### src/rtl/reaction_trial_ctrl.sv
// Reaction-time trial controller: foreperiod, stimulus lamp, ms timing.
// Optional RANDOM_DELAY_EN adds an LFSR-randomised foreperiod.
module reaction_trial_ctrl #(
    parameter int CLK_PER_MS   = 50000,
    parameter int DELAY_MIN_MS = 1000,
    parameter int TIMEOUT_MS   = 9999
) (
    input  logic        clock,
    input  logic        reset_n,
    input  logic        start_sustain,
    input  logic        react_sustain,
    output logic        debounce_clr,
    output logic        led,
    output logic        busy,
    output logic        result_valid,
    output logic [13:0] result_ms,
    output logic        false_start,
    output logic        timeout
);

    localparam int PS_W = $clog2(CLK_PER_MS);
`ifdef RANDOM_DELAY_EN
    localparam int FP_MAX = DELAY_MIN_MS + 4 * 255;
`else
    localparam int FP_MAX = DELAY_MIN_MS;
`endif
    localparam int FP_W = $clog2(FP_MAX + 2) + 1;

    localparam logic [PS_W-1:0] PS_LAST = PS_W'(CLK_PER_MS - 1);
    localparam logic [13:0]     TO_LAST = 14'(TIMEOUT_MS - 1);
    localparam logic [13:0]     TO_VAL  = 14'(TIMEOUT_MS);
    localparam logic [FP_W-1:0] FP_BASE = FP_W'(DELAY_MIN_MS);
    localparam logic [FP_W-1:0] FP_ONE  = FP_W'(1);

    typedef enum logic [2:0] {
        IDLE,
        CLR0,
        DELAY,
        STIM,
        REPORT,
        CLR1
    } state_t;

    state_t          state;
    logic [PS_W-1:0] presc;
    logic [FP_W-1:0] fp_cnt;
    logic [FP_W-1:0] fp_load;
    logic [13:0]     ms_cnt;
    logic            tick;

    // A ms tick is the last cycle of each prescaler period.
    assign tick = (presc == PS_LAST);

`ifdef RANDOM_DELAY_EN
    logic [7:0] lfsr;

    // Free-running Fibonacci LFSR, taps 8,6,5,4.
    always_ff @(posedge clock or negedge reset_n) begin
        if (!reset_n) begin
            lfsr <= 8'h01;
        end else begin
            lfsr <= {lfsr[6:0], lfsr[7] ^ lfsr[5] ^ lfsr[4] ^ lfsr[3]};
        end
    end

    assign fp_load = FP_BASE + FP_W'({lfsr, 2'b00});
`else
    assign fp_load = FP_BASE;
`endif

    // Trial sequencer; prescaler restarts on every state change.
    always_ff @(posedge clock or negedge reset_n) begin
        if (!reset_n) begin
            state        <= IDLE;
            presc        <= '0;
            fp_cnt       <= '0;
            ms_cnt       <= '0;
            debounce_clr <= 1'b0;
            led          <= 1'b0;
            busy         <= 1'b0;
            result_valid <= 1'b0;
            result_ms    <= '0;
            false_start  <= 1'b0;
            timeout      <= 1'b0;
        end else begin
            result_valid <= 1'b0;
            debounce_clr <= 1'b0;
            presc        <= '0;
            case (state)
                IDLE: begin
                    if (start_sustain) begin
                        state        <= CLR0;
                        debounce_clr <= 1'b1;
                        busy         <= 1'b1;
                    end
                end
                CLR0: begin
                    fp_cnt <= fp_load;
                    ms_cnt <= '0;
                    state  <= DELAY;
                end
                DELAY: begin
                    if (react_sustain) begin
                        state        <= REPORT;
                        result_valid <= 1'b1;
                        result_ms    <= '0;
                        false_start  <= 1'b1;
                        timeout      <= 1'b0;
                    end else if (tick && (fp_cnt <= FP_ONE)) begin
                        state  <= STIM;
                        led    <= 1'b1;
                        fp_cnt <= '0;
                    end else begin
                        presc <= tick ? '0 : presc + 1'b1;
                        if (tick) begin
                            fp_cnt <= fp_cnt - 1'b1;
                        end
                    end
                end
                STIM: begin
                    if (tick && (ms_cnt >= TO_LAST)) begin
                        state        <= REPORT;
                        led          <= 1'b0;
                        ms_cnt       <= TO_VAL;
                        result_valid <= 1'b1;
                        result_ms    <= TO_VAL;
                        false_start  <= 1'b0;
                        timeout      <= 1'b1;
                    end else if (react_sustain) begin
                        state        <= REPORT;
                        led          <= 1'b0;
                        result_valid <= 1'b1;
                        result_ms    <= ms_cnt;
                        false_start  <= 1'b0;
                        timeout      <= 1'b0;
                    end else begin
                        presc <= tick ? '0 : presc + 1'b1;
                        if (tick) begin
                            ms_cnt <= ms_cnt + 14'd1;
                        end
                    end
                end
                REPORT: begin
                    state        <= CLR1;
                    debounce_clr <= 1'b1;
                end
                CLR1: begin
                    state <= IDLE;
                    busy  <= 1'b0;
                end
                default: begin
                    state <= IDLE;
                    led   <= 1'b0;
                    busy  <= 1'b0;
                end
            endcase
        end
    end

endmodule

### config.mk
export PLATFORM = sky130hd
export DESIGN_NAME = reaction_trial_ctrl
export DESIGN_NICKNAME = d
export VERILOG_FILES = /design/src/rtl/reaction_trial_ctrl.sv
export SDC_FILE = /design/constraint.sdc
export NUM_CORES = 1
export LEC_CHECK = 0
export ABC_CLOCK_PERIOD_IN_PS = 2100
export CAP_MARGIN = 20
export CORE_ASPECT_RATIO = 0.6
export CORE_UTILIZATION = 59
export DETAILED_ROUTE_END_ITERATION = 6
export PLACE_DENSITY = 0.8
export SLEW_MARGIN = 20
export SYNTH_ARGS = -nofsm -noshare
export SYNTH_HDL_FRONTEND = slang
export SYNTH_SLANG_ARGS = --single-unit
### constraint.sdc
create_clock -name clock -period 2.1 [get_ports clock]
set_input_delay 0.315 -clock clock [delete_from_list [all_inputs] [get_ports clock]]
set_output_delay 0.315 -clock clock [all_outputs]
set_load 0.1 [all_outputs]
Word level (Yosys, flattened, before mapping)
Cells that the tools add are included.
Word-level totals
  bits in registers: 64
  input bits: 4
  logic and storage cells: 88
Operators by class
  add/subtract/negate cells: 3
  $lt $le $gt $ge: 2
  eq/ne operators: 15
  multiplexer cells: 41
  bitwise gates (word level): 2
  reduce and logical (&&, ||, !) cells: 14
Operators by type and width (number)
  14-bit two-way mux: 6
  16-bit two-way mux: 5
  14-bit one-hot mux with 2 select lines: 2
  11-bit two-way mux: 3
  16-bit one-hot mux with 2 select lines: 1
  11-bit one-hot mux with 2 select lines: 1
  16-bit by 1-bit adder with 16-bit output, second input constant: 1
  16-bit == test, second input constant: 1
  3-bit two-way mux: 5
  3-bit inequality test, second input constant: 5
  3-bit one-hot mux with 5 select lines: 1
  14-bit by 1-bit adder with 14-bit output, second input constant: 1
  14-bit >= comparator, second input constant: 1
  3-bit AND reduction: 4
  11-bit by 1-bit less-or-equal comparator with 1-bit output, second input constant: 1
  1-bit two-way mux: 11
  11-bit by 1-bit subtractor with 11-bit output, second input constant: 1
  1-bit one-hot mux with 2 select lines: 5
  2-bit inequality test, second input constant: 4
  4-bit OR reduction: 2
  3-bit by 2-bit == test with 1-bit output, second input constant: 2
  3-bit == test, second input constant: 2
  2-bit nonzero test: 3
  4-bit AND reduction: 1
  other kinds (6): 8

Depth between registers and ports, before layout
Gate-level depths: netlist of the first run.
  word-level depth: 5
  mapped depth: 8
  mapped depth without buffers: 7

Least setup slack after synthesis of the first run
OpenSTA, ideal clock, no wires.
  path type: register to register
  start point: reg ms_cnt[0]
  end point: reg ms_cnt[1]
  arrival: 1741 ps
  required time: 1972 ps
  path slack: 232 ps
  cell stages (with the launch flop): 8
  buffers on the path: 0
  path through: dfrtp_1 > inv_1 > ha_1 > o211ai_1 > a21o_1 > a21o_1 > a31o_2 > mux2_1
On the way
  word-level cells in the longest chain between the ends: 5
  elaborated cells on any way between the ends: 10
RTL lines
  start, declared: RTL line 48  | logic [13:0] ms_cnt;
  start signal, assigned: RTL line 139  | ms_cnt <= ms_cnt + 14'd1;
  14-bit by 1-bit adder with 14-bit output: RTL line 139
  14-bit two-way mux: RTL line 138  | if (tick) begin
  14-bit two-way mux: RTL line 129  | end else if (react_sustain) begin
  14-bit two-way mux: RTL line 121  | if (tick && (ms_cnt >= TO_LAST)) begin
  14-bit one-hot mux with 2 select lines: RTL line 89  | case (state)
Parallel ways exist; a longest one is shown, timed or not. The select of a mux whose other input is x is not followed.
A chain may end at the register's enable or synchronous reset.

Final worst setup path of the first run
  start point: reg fp_cnt[7]
  end point: reg fp_cnt[6]
On the way
  word-level cells in the longest chain between the ends: 5
  elaborated cells on any way between the ends: 7
RTL lines
  start, declared: RTL line 46  | logic [FP_W-1:0] fp_cnt;
  start signal, assigned: RTL line 98  | fp_cnt <= fp_load;
  start signal, assigned: RTL line 116  | fp_cnt <= fp_cnt - 1'b1;
  11-bit by 1-bit less-or-equal comparator with 1-bit output *: RTL line 109  | end else if (tick && (fp_cnt <= FP_ONE)) begin
  1-bit logical AND *: RTL line 109
  11-bit two-way mux: RTL line 109
  11-bit two-way mux: RTL line 103  | if (react_sustain) begin
  11-bit one-hot mux with 2 select lines: RTL line 89
Mark *: on every way between the ends. The rest lies on a longest branch, timed or not. The select of a mux whose other input is x is not followed.

==> results of run 1 <==
[critical path, delay by kind of cell (launching register included)]
kind | cells | cell delay (ns)
flops | 1 | 0.42
compound gates | 2 | 0.40
simple gates | 3 | 1.08
[through the flow]
stage                     instance area (um2)  power, uW
after global routing                     4030       3700
after floorplan                          3420       2150
after detailed placement                 3800       2470
after global placement                   3800       2450
final                                    4030       3530
after CTS                                4000       3520
[worst min-delay path by stage]
stage | start | end | slack, ns | cells after the start
after floorplan | reset_n | busy | 0.02 | 0
final | presc[0] | presc[0] | 0.48 | 1
after global routing | presc[0] | presc[0] | 0.51 | 1
after CTS | presc[0] | presc[0] | 0.48 | 1
after detailed placement | reset_n | fp_cnt[2] | 0.33 | 1
after global placement | reset_n | fp_cnt[2] | 0.33 | 1
[registers in the layout, indices dropped and copies added (netlist names), 3 cells and up]
register / count
state: 3
presc: 16
result_ms: 14
ms_cnt: 14
fp_cnt: 11
[report_power, final]
| group | internal [uW] | total [uW] | switching [uW] |
|---|---|---|---|
| logic | 302 | 1060 | 759 |
| registers | 1320 | 1420 | 103 |
| clock network | 568 | 1050 | 477 |
[timing repair]
item,CTS,global route
hold buffers,1,0
setup buffers,0,0
endpoints found under the hold margin,22,0
setup endpoints to repair,0,21
resized for setup,0,9
[layout by cell type (no fill, tap or decap), drive strengths merged, types with 3 or more instances in the layout]
master and count:
nor2 33, a22o 7, o211ai 4, nand3 14, a31oi 3, dfrtp 64
or3 6, nand2b 6, a21o 7, o221a 3, a211oi 4, buf 47
and3 9, nor4 6, clkinv 3, ha 5, o21ai 23, a21oi 25
nand4 8, xnor2 9, xor2 6, nand2 34, clkbuf 11, inv 10
nor3 12
[routing by layer]
metal	track usage	vias up	wire length, um
met2	0.416	105	3540
met5	0	-	0
met4	0.0952	0	103
met3	0.0841	12	533
li1	-	1390	-
met1	0.441	1447	4110
[layout make-up]
cell class              count  area share
clock buffers              11      0.0351
repair buffers             50      0.0943
flip-flops and latches     64       0.397
well taps                  80      0.0248
multi-input cells         264       0.428
clock inverters             4      0.0112
inverters                  10     0.00931
[cells by family after synthesis]
kind of cell | after synthesis | synth area share
and+or+nand+nor | 144 | 0.231
AOI/OAI and AO/OA | 98 | 0.201
DFF | 64 | 0.468
buffers and inverters | 26 | 0.0373
xor gates and xnor gates | 15 | 0.0384
adders and majority gates | 5 | 0.0183
muxes | 2 | 0.00621
==> key figures, run 1 <==
Floorplan
  – I/O Pins: 24
  – Initial core utilization: 0.615
  – Core Region: 5570 um2
  – Die ar.: 6120 um2
  – DIE HEIGHT: 61 um
  – Num rows: 21
  – Die width: 100 um

Logic synthesis
  – Syn Area/Cell: 9.67 um2
  – Asr flop ratio synth: 1.00
  – Yosys warnings: 0
  – Synth cell count leaders: dfrtp_1 (64), nand2_1 (34), nor2_1 (32)
  – Largest area contributor in the netlist: dfrtp_1
  – Most common cell in the synthesized netlist: dfrtp_1
  – Count of different cell masters after synthesis: 69
  – Flop and latch count out of synthesis: 64
  – Synth Flop Type: dfrtp_1
  – Mapped Area: 3420 um2
  – Synth area leaders: dfrtp_1 (47%), nand2_1 (3.7%), nor2_1 (3.5%), a21oi_1 (3.4%), o21ai_0 (2.9%)
  – Cells after synthesis: 354
  – Share of the synthesized area in the top cell type: 0.468
  – Syn nets: 363
  – Post-synth EDFFs: 0
  – Register area share after synthesis: 0.468

Worst hold path
  – Hold crit path type: flop to flop

Worst setup path
  – Setup crit end: fp_cnt[6]
  – Worst path cell trace: or3_1 > and4b_1 > and2_4 > o21ai_1 > a221o_1
  – CP peak stage delay: 0.45 ns
  – Critical R2R Capture: fp_cnt[6]
  – Worst-path maximum fanout: 6
  – Startpoint Class: flop
  – Worst EP required: 2.33 ns
  – Cells on worst reg2reg path: 5
  – Crit. Startpoint: fp_cnt[7]
  – Slowest cell on crit path: or3_1
  – Kind of critical path: flop to flop
  – Worst EP arrival: 2.23 ns
  – Reg-to-reg setup timing slack: 0.10 ns
  – Kind of end point of the critical path: flop
  – Reg-to-Reg Start: fp_cnt[7]

Detailed routing
  – Post-DR vias/cell: 6.12
  – Drt first pass iters: 4
  – Initial drt markers: 184
  – ANT nets after route: 0
  – Residual DRC count: 0
  – Final wirelength: 8280 um
  – DR vias: 2954
  – Routed WL per cell: 17.1 um

STA
  – Final setup TNS: 0 ns
  – Fin crit period: 2.00 ns
  – Max Slew Vio Count: 0
  – Crit share post-route: 0.951
  – Unrepaired setup endpoints after global routing: false
  – Worst hold margin: 0.482 ns
  – Final setup vio count: 0
  – Worst setup margin: 0.104 ns
  – Hold violation count in the final report: 0
  – Fmax: 501 MHz
  – Max transition margin: 0.588
  – Post-Route Skew: 0.00832 ns
  – Least-Margin Pin Slew: 0.613 ns

CTS
  – Insertion delay to the later sink of the worst-skew pair: 0.35 ns
  – CTS root buffer: clkbuf_8
  – Max clock buf depth: 2
  – Clock sink count: 64
  – CTS Buf Count: 9
  – Htree depth: 3
  – Worst-path clk slew: 0.07 ns
  – CTS tree: done

Place
  – Hpwl dp: 5890 um
  – GP Congestion: 0.920
  – Port bufs: 23
  – Place WS: 0.0453 ns
  – Cells after DPL: 467

Finish
  – Fillers: 433
  – Post-route insts no fill: 483
  – Share of layout cells above drive strength 1: 0.213
  – Fin util: 0.724
  – Fin nets: 408
  – Multi-input gate area in the final layout: 1730 um2
  – Register area: 1600 um2
  – Diodes inserted: 0
  – Area delta synth->final: 17.8%

GRT
  – First-pass GRT wire length: 13400 um
  – Total gr overflow: 0
  – Vias in the first global route: 2659
  – Initial antenna violation count: 0
  – Pin count of the biggest net entering global routing: 25
  – GRT Util Overall: 0.296

Power and ir drop
  – Pwr dens: 874 nW/um2
  – Leak: 0.00174 uW
  – Max rail drop VDD: 0.458 mV

Job
  – Max Cap Violations: 0

Outcome
  – Outcome: finished clean
(Power assumes the default switching activity.)
==> run 2: changes to the inputs <==
Settings changed: MAX_ROUTING_LAYER set to met4.
==> run 2 against run 1 <==
  * Via count grew 0.74%
  * Non-clock buffer count increased by 1
  * Routed wire length about the same
  * Core utilization increased by 0.18 points
  * Sequential share of layout area shrank 0.067 points
==> key figures, run 2 (synthesis gave the netlist of run 1 again) <==
Worst setup path
  – Worst-path maximum fanout: 7 (+1)
  – Critical R2R Capture: ms_cnt[1]
  – Reg-to-reg setup timing slack: 0.08 ns (-0.02 ns)
  – Worst path cell trace: inv_1 > ha_1 > o211ai_1 > a21o_2 > a21o_1 > a31o_2 > mux2_1
  – CP peak stage delay: 0.44 ns (about the same)
  – Kind of critical path: flop to flop
  – Kind of end point of the critical path: flop
  – Worst EP arrival: 2.25 ns (+0.02 ns)
  – Cells on worst reg2reg path: 7 (+2)
  – Buffers and inverters on the worst path: 1 (+1)
  – Startpoint Class: flop
  – Slowest cell on crit path: dfrtp_2
  – Worst EP required: 2.33 ns (about the same)
  – Worst path top cell family by delay: compound AO/OA/AOI/OAI gates
  – Reg-to-Reg Start: ms_cnt[0]

GRT
  – First-pass GRT wire length: 13500 um (+1.2%)
  – Total gr overflow: 0 (unchanged)
  – Pin count of the biggest net entering global routing: 26 (+4.0%)
  – GRT Util Overall: 0.312 (+0.0159)
  – Vias in the first global route: 2719 (+2.3%)
  – Initial antenna violation count: 0 (unchanged)

Detailed routing
  – ANT nets after route: 0 (unchanged)
  – DR vias: 2976 (+0.74%)
  – Residual DRC count: 0 (unchanged)
  – Initial drt markers: 299 (+63%)
  – Routed WL per cell: 17.1 um (-0.12%)
  – Drt first pass iters: 5 (+1)
  – Final wirelength: 8290 um (about the same)
  – Post-DR vias/cell: 6.15 (+0.54%)

Job
  – Max Cap Violations: 0 (unchanged)

CTS
  – Htree depth: 3 (unchanged)
  – Insertion delay to the later sink of the worst-skew pair: 0.35 ns (about the same)
  – CTS tree: done
  – Clock sink count: 64 (unchanged)
  – CTS Buf Count: 9 (unchanged)
  – Max clock buf depth: 2 (unchanged)
  – CTS root buffer: clkbuf_8
  – Worst-path clk slew: 0.07 ns (about the same)

STA
  – Unrepaired setup endpoints after global routing: false
  – Max transition margin: 0.588 (about the same)
  – Fin crit period: 2.02 ns (+0.0218 ns)
  – Post-Route Skew: 0.00841 ns (+0.0000892 ns)
  – Final setup TNS: 0 ns (unchanged)
  – Max Slew Vio Count: 0 (unchanged)
  – Crit share post-route: 0.961 (+0.0104)
  – Fmax: 496 MHz (-1.1%)
  – Least-Margin Pin Slew: 0.612 ns (-0.000444 ns)
  – Hold violation count in the final report: 0 (unchanged)
  – Final setup vio count: 0 (unchanged)

Finish
  – Most flops, register: presc
  – Share of layout cells above drive strength 1: 0.218 (+0.00442)
  – Largest regs: presc (16), ms_cnt (14), result_ms (14)
  – Commonest non-fill, non-tap cell in the layout: dfrtp_1
  – Diodes inserted: 0 (unchanged)
  – Fillers: 428 (-1.2%)
  – Max reg flops: 16 (unchanged)
  – Most frequent cells in the layout: dfrtp_1 (63), buf_4 (47), nand2_1 (34)
  – Area delta synth->final: 18.1%
  – Fin nets: 409 (+0.25%)

Floorplan
  – Die width: 100 um (unchanged)
  – Initial core utilization: 0.615 (unchanged)
  – DIE HEIGHT: 61 um (unchanged)
  – Num rows: 21 (unchanged)
  – Core Region: 5570 um2 (unchanged)
  – I/O Pins: 24 (unchanged)
  – Die ar.: 6120 um2 (unchanged)

Worst hold path
  – Hold crit path type: input pin to asynchronous set/reset pin

Place
  – Hpwl dp: 5990 um (+1.7%)
  – Port bufs: 23 (unchanged)
  – GP Congestion: 0.937 (+1.9%)

Power and ir drop
  – P_int: 2210 uW (+1.0%)
  – Sw Ratio: 0.375 (-0.00518)
  – Pwr dens: 873 nW/um2 (about the same)
  – Clock power share: 0.294 (-0.003)
  – Leak: 0.00173 uW (-0.48%)
  – Max rail drop VDD: 0.642 mV (+40%)
  – P_sw: 1320 uW (-1.2%)
  – Overall power: 3530 uW (+0.16%)
  – Combinational fraction of design power: 0.308 (+0.007)
  – Flop pwr share: 0.398 (-0.004)

Outcome
  – Outcome: finished clean
run 2: cell count changes in the layout (fill, tap and decap cells not counted), sizes merged:
cell | previous run | this run
buf | 47 | 48
clkbuf | 11 | 12
clkinv | 3 | 1
clkinvlp | 0 | 1
run 2: layer usage:
metal | share of wire | global-route usage | up-vias
li1 | - | - | 1386
met1 | 0.47 | 0.434 | 1443
met2 | 0.42 | 0.434 | 131
met3 | 0.085 | 0.0691 | 16
met4 | 0.019 | 0.145 | 0
met5 | 0 | - | -
run 2: how the worst max path moves through the flow:
stage                    from        end  slack [ns]  cells after the start
finish              ms_cnt[0]  ms_cnt[1]        0.08                      7
global route        ms_cnt[0]  ms_cnt[1]       0.002                      7
CTS                  presc[0]  fp_cnt[6]      -0.008                      7
detailed placement   presc[0]  ms_cnt[1]       0.007                      6
global placement     presc[0]  ms_cnt[2]        0.12                      7
floorplan           ms_cnt[0]  ms_cnt[1]        0.23                      7
run 2: timing repair:
item                                   4_1_cts  5_1_grt
endpoints found under the hold margin       23        0
gates cloned                                 0        0
buffers inserted                             0        0
pin swaps                                    0        1
gates resized for setup                      3        7
hold buffers                                 1        0
setup endpoints to repair                    3       21
run 2: worst reg2reg max path, cell delays in order (launching register included):
cell,delay (ns)
dfrtp_2,0.44
inv_1,0.10
ha_1,0.15
o211ai_1,0.08
a21o_2,0.27
a21o_1,0.22
a31o_2,0.31
mux2_1,0.34
run 2: final cells by class:
cell class,count,area (um2),share of cell area
Timing Repair Buffer,51,388,0.0959
Inverter,10,37.5,0.00929
Sequential cell,64,1600,0.396
Clock buffer,12,145,0.0359
Clock inverter,3,42.5,0.0105
Multi-Input combinational cell,264,1730,0.427
Tap cell,80,100,0.0248
run 2: stage by stage:
step / util / worst slack [ns] / hold slack [ns] / cells / instance area (um2)
4_1_cts: 0.723 / -0.00825 / 0.491 / 484 / 4030
2_1_floorplan: - / 0.232 / 0.0194 / 354 / 3420
3_5_place_dp: 0.684 / 0.00688 / 0.327 / 468 / 3810
5_1_grt: 0.726 / 0.00248 / 0.520 / 484 / 4040
3_3_place_gp: 0.684 / 0.123 / 0.325 / 468 / 3810
6_report: 0.726 / 0.0818 / 0.484 / 484 / 4040
run 2: power groups by stage:
stage	logic (uW)	clock network, uW	registers [uW]
floorplan	498	0	1650
detailed placement	1060	0	1430
finish	1090	1040	1410
global route	1160	1120	1420
global placement	1050	0	1420
CTS	1070	1050	1400
==> run 3: changes to the inputs <==
Settings changed: PLACE_DENSITY 0.8 to 0.82, REMOVE_ABC_BUFFERS set to 1.
==> run 3 against run 2 <==
  * The run now ends with negative setup slack left
  * Routed wire length grew 4.0%
  * Final area grew 2.8%
  * Global-route usage grew 0.94 points
  * Combinational power grew 4%
==> key figures, run 3 (synthesis gave the netlist of run 1 again) <==
STA
  – Final setup vio count: 1 (+1)
  – Max transition margin: 0.519 (-0.0687)
  – Fin crit period: 2.12 ns (+0.103 ns)
  – Worst hold margin: 0.00257 ns (-0.482 ns)
  – Crit share post-route: 1.01 (+0.0492)
  – Post-Route Skew: 0.0102 ns (+0.00176 ns)
  – Max Slew Vio Count: 0 (unchanged)
  – Hold violation count in the final report: 0 (unchanged)
  – Least-Margin Pin Slew: 0.721 ns (+0.109 ns)
  – Fmax: 471 MHz (-4.9%)
  – Worst setup margin: -0.0214 ns (-0.103 ns)

Detailed routing
  – Routed WL per cell: 17.5 um (+2.1%)
  – Residual DRC count: 0 (unchanged)
  – Initial drt markers: 309 (+3.3%)
  – Post-DR vias/cell: 6.23 (+1.3%)
  – Routed wl met2: 3620 um (+3.6%)
  – Top Metal Used: met4
  – DR vias: 3072 (+3.2%)
  – Final wirelength: 8620 um (+4.0%)
  – ANT nets after route: 0 (unchanged)
  – WL met1: 4040 um (+2.8%)
  – Metal3 WL: 852 um (+20%)
  – Drt first pass iters: 5 (unchanged)

CTS
  – Htree depth: 3 (unchanged)
  – CTS Buf Count: 9 (unchanged)
  – CTS tree: done
  – Worst-path clk slew: 0.07 ns (about the same)
  – Insertion delay to the later sink of the worst-skew pair: 0.36 ns (about the same)
  – CTS root buffer: clkbuf_8
  – Clock sink count: 64 (unchanged)
  – Max clock buf depth: 2 (unchanged)

Finish
  – Largest regs: presc (16), ms_cnt (14), result_ms (14)
  – Diodes inserted: 0 (unchanged)
  – Max reg flops: 16 (unchanged)
  – Multi-input gate area in the final layout: 1710 um2 (-0.94%)
  – Fillers: 419 (-2.1%)
  – Register area: 1600 um2 (about the same)
  – Most flops, register: presc
  – Area delta synth->final: 21.3%
  – Commonest non-fill, non-tap cell in the layout: dfrtp_1
  – Most frequent cells in the layout: dfrtp_1 (64), buf_4 (53), nand2_1 (34)
  – Share of layout cells above drive strength 1: 0.230 (+0.0122)
  – Fin nets: 417 (+2.0%)

Worst setup path
  – Reg-to-reg setup timing slack: -0.02 ns (-0.10 ns)
  – Cells on worst reg2reg path: 7 (unchanged)
  – Worst path cell trace: inv_1 > ha_1 > o211ai_1 > a21o_1 > a21o_1 > a31o_4 > mux2_1
  – Critical R2R Capture: ms_cnt[1]
  – Slowest cell on crit path: dfrtp_1
  – Worst-path maximum fanout: 7 (unchanged)
  – Reg-to-Reg Start: ms_cnt[0]
  – CP peak stage delay: 0.40 ns (-0.04 ns)
  – Startpoint Class: flop
  – Kind of end point of the critical path: flop
  – Worst EP arrival: 2.36 ns (+0.11 ns)
  – Kind of critical path: flop to flop
  – Worst EP required: 2.34 ns (about the same)
  – Crit-path most repeated cell: a21o_1

Power and ir drop
  – P_int: 2350 uW (+6.6%)
  – Leak: 0.00182 uW (+5.2%)
  – P_sw: 1390 uW (+4.9%)
  – Overall power: 3740 uW (+5.9%)
  – Max rail drop VDD: 0.486 mV (-24%)
  – Flop pwr share: 0.376 (-0.022)
  – Combinational fraction of design power: 0.303 (-0.005)
  – Sw Ratio: 0.371 (-0.00358)
  – Clock power share: 0.321 (+0.027)
  – Pwr dens: 901 nW/um2 (+3.1%)

Outcome
  – Outcome: complete, but fails checks
  – Failing checks: negative setup slack

Floorplan
  – Die width: 100 um (unchanged)
  – I/O Pins: 24 (unchanged)
  – DIE HEIGHT: 61 um (unchanged)
  – Die ar.: 6120 um2 (unchanged)
  – Num rows: 21 (unchanged)
  – Initial core utilization: 0.615 (unchanged)
  – Core Region: 5570 um2 (unchanged)

GRT
  – First-pass GRT wire length: 13900 um (+2.7%)
  – Initial antenna violation count: 0 (unchanged)
  – GRT Util Overall: 0.321 (+0.00940)
  – Vias in the first global route: 2750 (+1.1%)
  – Pin count of the biggest net entering global routing: 36 (+38%)
  – Total gr overflow: 0 (unchanged)

Worst hold path
  – Hold crit path type: input pin to asynchronous set/reset pin

Job
  – Max Cap Violations: 0 (unchanged)

Place
  – Port bufs: 23 (unchanged)
  – GP Congestion: 0.972 (+3.8%)
  – Hpwl dp: 6010 um (+0.24%)
==> run 3: worst max-delay path by stage <==
| stage | start | to | slack [ns] | cells after the start |
|---|---|---|---|---|
| 5_1_grt | ms_cnt[0] | ms_cnt[7] | -0.07 | 9 |
| 3_5_place_dp | ms_cnt[0] | ms_cnt[1] | -0.003 | 7 |
| 2_1_floorplan | presc[4] | result_ms[11] | 0.18 | 5 |
| 6_report | ms_cnt[0] | ms_cnt[1] | -0.02 | 7 |
| 4_1_cts | ms_cnt[0] | result_ms[7] | 0.01 | 7 |
| 3_3_place_gp | ms_cnt[0] | ms_cnt[1] | 0.009 | 7 |
==> run 3: what timing repair did <==
action | CTS | global route
hold buffers | 0 | 0
setup endpoints to repair | 1 | 13
gates resized for setup | 1 | 3
buffers inserted | 0 | 5
pin swaps | 1 | 3
gates cloned | 0 | 0
==> run 3: per-stage QoR <==
stage                     instances  setup slack, ns  area (um2)  setup TNS, ns   util
final                           493          -0.0214        4150        -0.0214  0.746
after global routing            493          -0.0727        4150         -0.393  0.746
after CTS                       488           0.0111        4110              0  0.738
after detailed placement        472         -0.00276        3880       -0.00276  0.696
after global placement          472          0.00893        3880              0  0.696
after floorplan                 338            0.184        3330              0      -
==> run 3: power by group through the flow <==
stage / combinational, uW / clock, uW / sequential (uW)
floorplan: 408 / 0 / 1690
finish: 1130 / 1200 / 1410
detailed placement: 1100 / 0 / 1420
global route: 1200 / 1270 / 1410
CTS: 1110 / 1210 / 1400
global placement: 1080 / 0 / 1420
==> run 3: area by class of cell <==
type / instances / area share
multi-input cells: 264 / 0.412
flip-flops and latches: 64 / 0.386
repair buffers: 59 / 0.116
clock buffers: 11 / 0.0340
well taps: 80 / 0.0241
clock inverters: 5 / 0.0193
inverters: 10 / 0.00904
==> run 3: metal layers <==
layer / GRT usage / vias to the layer above
li1: - / 1406
met1: 0.454 / 1478
met2: 0.430 / 170
met3: 0.123 / 18
met4: 0.0745 / 0
met5: - / -
==> run 3: critical path, delay by kind of cell, from the launching register on <==
kind	cells	cell delay, ns
muxes	1	0.35
adders and majority gates	1	0.19
AOI/OAI and AO/OA	4	0.96
DFF	1	0.40
buffers and inverters	1	0.09
